File: config.mk
export PLATFORM = sky130hd
export DESIGN_NAME = sram_port_arbiter
export DESIGN_NICKNAME = d
export VERILOG_FILES = /design/src/rtl/sram_port_arbiter.sv
export SDC_FILE = /design/constraint.sdc
export NUM_CORES = 1
export LEC_CHECK = 0
export ABC_CLOCK_PERIOD_IN_PS = 2800
export CORE_AREA = 2 2 87 89
export CTS_CLUSTER_SIZE = 40
export DETAILED_ROUTE_END_ITERATION = 10
export DIE_AREA = 0 0 89 91
export GPL_TIMING_DRIVEN = 0
export MAX_ROUTING_LAYER = met4
export PLACE_DENSITY = 0.75
export SYNTH_ARGS = -nofsm -noshare
export SYNTH_HDL_FRONTEND = slang
export SYNTH_SLANG_ARGS = --single-unit
export TNS_END_PERCENT = 1
File: constraint.sdc
create_clock -name clk_i -period 2.8 [get_ports clk_i]
set_input_delay 0.7 -clock clk_i [delete_from_list [all_inputs] [get_ports clk_i]]
set_output_delay 0.7 -clock clk_i [all_outputs]
set_load 0.01 [all_outputs]
File: src/rtl/sram_port_arbiter.sv
// Round-robin arbiter sharing one single-port SRAM between NumReq requesters.
// Tracks the owner of every in-flight access so each response returns to its issuer.
module sram_port_arbiter #(
  parameter int unsigned NumReq      = 2,
  parameter int unsigned Aw          = 12,
  parameter int unsigned Dw          = 32,
  parameter int unsigned ReadLatency = 1
) (
  input  logic                     clk_i,
  input  logic                     rst_ni,
  input  logic [NumReq-1:0]        req_i,
  input  logic [NumReq-1:0]        we_i,
  input  logic [NumReq*Aw-1:0]     addr_i,
  input  logic [NumReq*Dw-1:0]     wdata_i,
  input  logic [NumReq*Dw/8-1:0]   wmask_i,
  output logic [NumReq-1:0]        gnt_o,
  output logic [NumReq-1:0]        rvalid_o,
  output logic [Dw-1:0]            rdata_o,
  output logic                     sram_req_o,
  output logic                     sram_we_o,
  output logic [Aw-1:0]            sram_addr_o,
  output logic [Dw-1:0]            sram_wdata_o,
  output logic [Dw/8-1:0]          sram_wmask_o,
  input  logic [Dw-1:0]            sram_rdata_i,
  input  logic                     sram_rvalid_i,
  output logic                     err_o
);

  localparam int unsigned IdW = (NumReq > 1) ? $clog2(NumReq) : 1;
  localparam int unsigned Mw  = Dw / 8;

  logic [IdW-1:0] ptr_q, ptr_d;
  logic [IdW-1:0] gnt_id;
  logic [IdW-1:0] idx;
  logic           gnt_any;

  logic [ReadLatency-1:0]          tag_valid_q;
  logic [ReadLatency-1:0][IdW-1:0] tag_id_q;
  logic                            last_valid;
  logic [IdW-1:0]                  last_id;
  logic                            err_q;

  // Scan from the priority pointer upward, wrapping; first requester wins.
  always_comb begin
    gnt_any = 1'b0;
    gnt_id  = '0;
    idx     = '0;
    for (int unsigned i = 0; i < NumReq; i++) begin
      idx = IdW'((32'(ptr_q) + i) % NumReq);
      if (!gnt_any && req_i[idx]) begin
        gnt_any = 1'b1;
        gnt_id  = idx;
      end
    end
  end

  always_comb begin
    gnt_o = '0;
    if (gnt_any) gnt_o[gnt_id] = 1'b1;
  end

  // All SRAM-side fields are forced to zero when idle.
  always_comb begin
    sram_req_o   = gnt_any;
    sram_we_o    = 1'b0;
    sram_addr_o  = '0;
    sram_wdata_o = '0;
    sram_wmask_o = '0;
    if (gnt_any) begin
      sram_we_o    = we_i[gnt_id];
      sram_addr_o  = addr_i[32'(gnt_id) * Aw +: Aw];
      sram_wdata_o = wdata_i[32'(gnt_id) * Dw +: Dw];
      sram_wmask_o = wmask_i[32'(gnt_id) * Mw +: Mw];
    end
  end

  always_comb begin
    ptr_d = ptr_q;
    if (gnt_any) begin
      ptr_d = (32'(gnt_id) == NumReq - 1) ? '0 : gnt_id + IdW'(1);
    end
  end

  always_ff @(posedge clk_i or negedge rst_ni) begin
    if (!rst_ni) begin
      ptr_q       <= '0;
      tag_valid_q <= '0;
      tag_id_q    <= '0;
      err_q       <= 1'b0;
    end else begin
      ptr_q          <= ptr_d;
      tag_valid_q[0] <= gnt_any;
      tag_id_q[0]    <= gnt_id;
      for (int unsigned s = 1; s < ReadLatency; s++) begin
        tag_valid_q[s] <= tag_valid_q[s-1];
        tag_id_q[s]    <= tag_id_q[s-1];
      end
      // Unexpected or missing response; sticky until reset.
      err_q <= err_q | (sram_rvalid_i ^ last_valid);
    end
  end

  assign last_valid = tag_valid_q[ReadLatency-1];
  assign last_id    = tag_id_q[ReadLatency-1];

  always_comb begin
    rvalid_o = '0;
    if (sram_rvalid_i && last_valid) rvalid_o[last_id] = 1'b1;
  end

  assign rdata_o = sram_rdata_i;
  assign err_o   = err_q;

endmodule
# Word-level counts from Yosys, hierarchy flattened
# Cells that the tools add are included.
[classes] magnitude_cmp=6 shift=3 multipliers=1 bitwise=2 mux=21 n_reduce_logical=5 n_addsub=2
[op_table] operator="$shiftx A64 B7 Y32" n=1
[op_table] operator="$mux W32" n=1
[op_table] operator="$shiftx A24 B6 Y12" n=1
[op_table] operator="$mux W1" n=14
[op_table] operator="$mux W12" n=1
[op_table] operator="$lt A1 B2 Y1 const B" n=4
[op_table] operator="$shiftx A8 B4 Y4" n=1
[op_table] operator="$logic_and A1 B1 Y1" n=4
[op_table] operator="$mux W2" n=2
[op_table] operator="$mux W4" n=1
[op_table] operator="$mul A1 B2 Y3 const B" n=1
[op_table] operator="$add A1 B1 Y1 const B" n=2
[op_table] operator="$demux W1 S1" n=2
[op_table] operator="$ge A1 B1 Y1 const B" n=2
[op_table] operator="$logic_not A1 Y1" n=1
[op_table] operator="$or A1 B1 Y1" n=1
[op_table] operator="$xor A1 B1 Y1" n=1
[totals] elab_cells=44 out_inout_bits=87 in_bits=135 register_bits=4

# Depth between registers and ports, before layout
[depth] depth_word=11 depth_mapped=4 ltp_nobuf=2

# Worst setup path after synthesis
# Ideal clock, no wire load.
[synth_timing] path_kind="input-to-output" start="in req_i[1]" end="out sram_addr_o[10]" t_arrival_ps=1411 t_required_ps=2100 cell_stages=4 path_slack_ps=689 path_buffers=2 cell_sequence="buf_2 a21boi_2 buf_2 a32o_1"
[synth_via] elab_chain_len=9 elab_cells_between_ends=13 classes_between="mul: 1; shift: 1; mux: 9; reduce/logical: 2"
[synth_lines] element="start, declared" line="11" source="input logic [NumReq-1:0] req_i,"
[synth_lines] element="$mux W1 (not written as such) (2 in a row)" line="50" source="if (!gnt_any && req_i[idx]) begin"
[synth_lines] element="$mux W1" line="50"
[synth_lines] element="$logic_not A1 Y1" line="50"
[synth_lines] element="$logic_and A1 B1 Y1" line="50"
[synth_lines] element="$mux W1" line="50"
[synth_lines] element="$mul A1 B2 Y3" line="71" source="sram_addr_o = addr_i[32'(gnt_id) * Aw +: Aw];"
[synth_lines] element="$shiftx A24 B6 Y12" line="71"
[synth_lines] element="$mux W12 (*)" line="69" source="if (gnt_any) begin"
[synth_lines] element="end, declared" line="21" source="output logic [Aw-1:0] sram_addr_o,"
# Mark *: on every way between the ends. The rest lies on a longest branch, timed or not. The select of a mux whose other input is x is not followed.

# Worst setup path after layout
[layout_timing] start="in sram_rvalid_i" end="out rvalid_o[0]"
[layout_via] elab_chain_len=2
[layout_lines] element="start, declared" line="25" source="input logic sram_rvalid_i,"
[layout_lines] element="$logic_and A1 B1 Y1" line="108" source="if (sram_rvalid_i && last_valid) rvalid_o[last_id] = 1'b1;"
[layout_lines] element="$mux W2" line="108"
[layout_lines] element="end, declared" line="17" source="output logic [NumReq-1:0] rvalid_o,"
# No other way between the ends.

==> key figures <==
Routing
  – Max Used Layer: met4
  – Final WL: 6140 um
  – Routed met2 length: 3100 um
  – Drt pass-1 iters: 4
  – WL met3: 807 um
  – Post-route ant nets: 0
  – DR vias/cell: 4.28
  – Residual DRC: 0
  – Via count: 1736
  – M1 wire length: 2210 um
  – Routed length per instance: 15.1 um
  – Initial DRC count: 32

Floorplanning
  – Core Area: 7140 um^2
  – Die Y: 91 um
  – Starting density of the core: 14.4%
  – Die width: 89 um
  – Die footprint: 8100 um^2
  – Core Rows: 31
  – Number of I/O pins: 222

Critical path
  – CP Capture Type: output port
  – Reg2reg end: last_id$_DFF_PN0_
  – Critical path type: primary input to output port
  – Worst r2r src: ptr_q$_DFFE_PN0P_
  – Crit-path max FO: 2
  – WP data required: 2.10 ns
  – Most used cell, CP: clkdlybuf4s50_1
  – Reg2reg path depth: 4
  – Critical path's largest stage delay: 0.55 ns
  – Critical-path top delay cell: clkdlybuf4s50_1
  – CP Cell Sequence: clkdlybuf4s50_1 > ha_1 > nor2b_1 > clkdlybuf4s50_1
  – Worst R2R Setup Slack: 1.67 ns
  – Worst Path Arrival: 1.98 ns
  – CP startpoint kind: primary input

Placed design
  – HPWL after detailed placement: 5180 um
  – Port buffer count: 188
  – Routability congestion estimate: 0.691
  – Cell Area, Placed: 3030 um^2

STA
  – Final period utilization: 95.8%
  – Final hold slack: 0.457 ns
  – Clk_skew: 0.00255 ns
  – Max-slew violation count: 0
  – Hold Vio Cnt, Final: 0
  – RSZ-0062 raised after global routing: false
  – Slew @ Worst Pin: 0.437 ns
  – Worst rel slew slack: 70.8%
  – Final setup viols: 0
  – Post-route minimum period: 2.68 ns
  – Max Fclk: 0.373 GHz

Power
  – LEAKAGE: 1.31 nW
  – Power per cell area: 243 nW/um^2
  – Peak supply drop: 0.107 mV

Synthesis
  – Avg Inst Size Synth: 9.10 um^2
  – Syn. warnings: 0
  – Syn Inst Count: 113
  – Cell Area, Synth: 1030 um^2
  – Syn_nets: 249
  – Seq/Total Area, Yosys: 9.73%
  – Flops & latches, synth: 4
  – Post-synthesis cell type count: 14

Clock network
  – Cts hold-fix bufs: 0
  – Clock Tree Buf Depth: 2
  – TritonCTS buffer count: 3
  – Worst-Skew Late Latency: 0.21 ns
  – H-tree levels: 1
  – Worst-path clk slew: 0.03 ns
  – CTS tree: done
  – Clk sink count: 4
  – Root Buffer: clkbuf_8

Worst hold path
  – Worst Hold Path EP: err_o$_DFF_PN0_
  – Hold_sp: err_o$_DFF_PN0_
  – Worst hold path type: register to register
  – Hold Path Stages: 1

GRT
  – Total Routing Usage GR: 13.3%
  – Largest net degree at the start of global routing: 11
  – Antenna violations before repair: 1
  – First-pass GRT wire length: 8330 um
  – Gr ovfl total: 0
  – Vias in the first global route: 1751

Job
  – MaxCap Viol Count: 0

Cells and area
  – Final Core Density: 43.1%
  – # nets final: 444
  – Area Growth Syn to Fin: 199%
  – Layout cell share with drive strength beyond 1: 17.0%
  – Final instance area: 3070 um^2

Run status
  – Outcome: completed
-- cell usage after synthesis --
| master | number | area [um^2] |
|---|---|---|
| and2_1 | 3 | 18.8 |
| nand2b_1 | 1 | 6.26 |
| o21ai_0 | 1 | 5.00 |
| ha_1 | 1 | 12.5 |
| nor2b_1 | 1 | 6.26 |
| clkbuf_1 | 5 | 18.8 |
| a32o_1 | 49 | 490 |
| buf_6 | 6 | 67.6 |
| inv_1 | 1 | 3.75 |
| dfrtp_1 | 4 | 100 |
| a21boi_2 | 1 | 11.3 |
| or2_2 | 2 | 12.5 |
| buf_2 | 4 | 20.0 |
| buf_4 | 34 | 255 |
-- worst max path at each step --
stage | cells after the start | slack [ns] | end | startpoint
finish | 4 | 0.12 | rvalid_o[0] | sram_rvalid_i
global route | 4 | 0.06 | rvalid_o[0] | sram_rvalid_i
CTS | 4 | 0.11 | rvalid_o[0] | sram_rvalid_i
detailed placement | 5 | -0.44 | sram_wdata_o[24] | req_i[0]
global placement | 5 | -0.48 | sram_wdata_o[24] | req_i[0]
floorplan | 4 | 0.69 | sram_addr_o[10] | req_i[1]
-- cell type report --
| class | count | area [um^2] |
|---|---|---|
| multi-input combinational | 59 | 571 |
| antenna | 1 | 2.50 |
| clock buffer | 3 | 41.3 |
| fill | 724 | 4060 |
| sequential | 4 | 100 |
| timing repair buffer | 190 | 1840 |
| inverter | 1 | 3.75 |
| tap | 99 | 124 |
| buffer | 49 | 388 |
-- metrics by stage --
step | setup slack [ns] | TNS [ns] | cells | total power, mW
2_1_floorplan | 0.689 | 0 | 113 | 0.300
3_3_place_gp | -0.477 | -19.63 | 400 | 0.669
3_5_place_dp | -0.443 | -18.69 | 400 | 0.674
4_1_cts | 0.109 | 0 | 405 | 0.759
5_1_grt | 0.0642 | 0 | 406 | 0.795
6_report | 0.116 | 0 | 406 | 0.748
-- per-layer routing --
metal	vias to the layer above	GRT usage [%]
met3	2	3.55
li1	829	-
met1	773	13.5
met2	132	25.2
met5	-	-
met4	0	2.24
-- layout by cell type (no fill, tap or decap), types with 2 or more instances in the layout --
| cell | count |
|---|---|
| clkbuf_1 | 5 |
| or2_2 | 2 |
| a32o_1 | 49 |
| dlygate4sd2_1 | 52 |
| and2_1 | 3 |
| clkdlybuf4s50_1 | 136 |
| buf_4 | 33 |
| buf_6 | 11 |
| dfrtp_1 | 4 |
| clkbuf_8 | 3 |
-- kinds of logic after synthesis --
| logic type | count (synthesis) | synth area share [%] |
|---|---|---|
| AND/OR/NAND/NOR | 7 | 4.26 |
| adder cells (fa/ha/maj) | 1 | 1.22 |
| AO/OA/AOI/OAI | 51 | 49.3 |
| flip-flops | 4 | 9.73 |
| buffers and inverters | 50 | 35.5 |
-- state kept, by name (all words and copies together) (netlist names) --
| signal | cells |
|---|---|
| err_o | 1 |
| last_id | 1 |
| last_valid | 1 |
| ptr_q | 1 |
-- where the power goes --
part / switching [mW] / internal (mW)
registers: 0.00361 / 0.0624
clock network: 0.0275 / 0.0914
logic: 0.204 / 0.358
total: 0.236 / 0.512
-- what timing repair did --
item,CTS,global route
resized for setup,62,0
endpoints found under the setup margin,51,0
setup buffers,1,0
-- worst max-delay path: cells and delay by family --
kind / cells / cell delay [ns]
buffers and inverters: 2 / 1.02
adders and majority gates: 1 / 0.15
and+or+nand+nor: 1 / 0.12
Note: power is estimated with default switching activity, not from simulation.
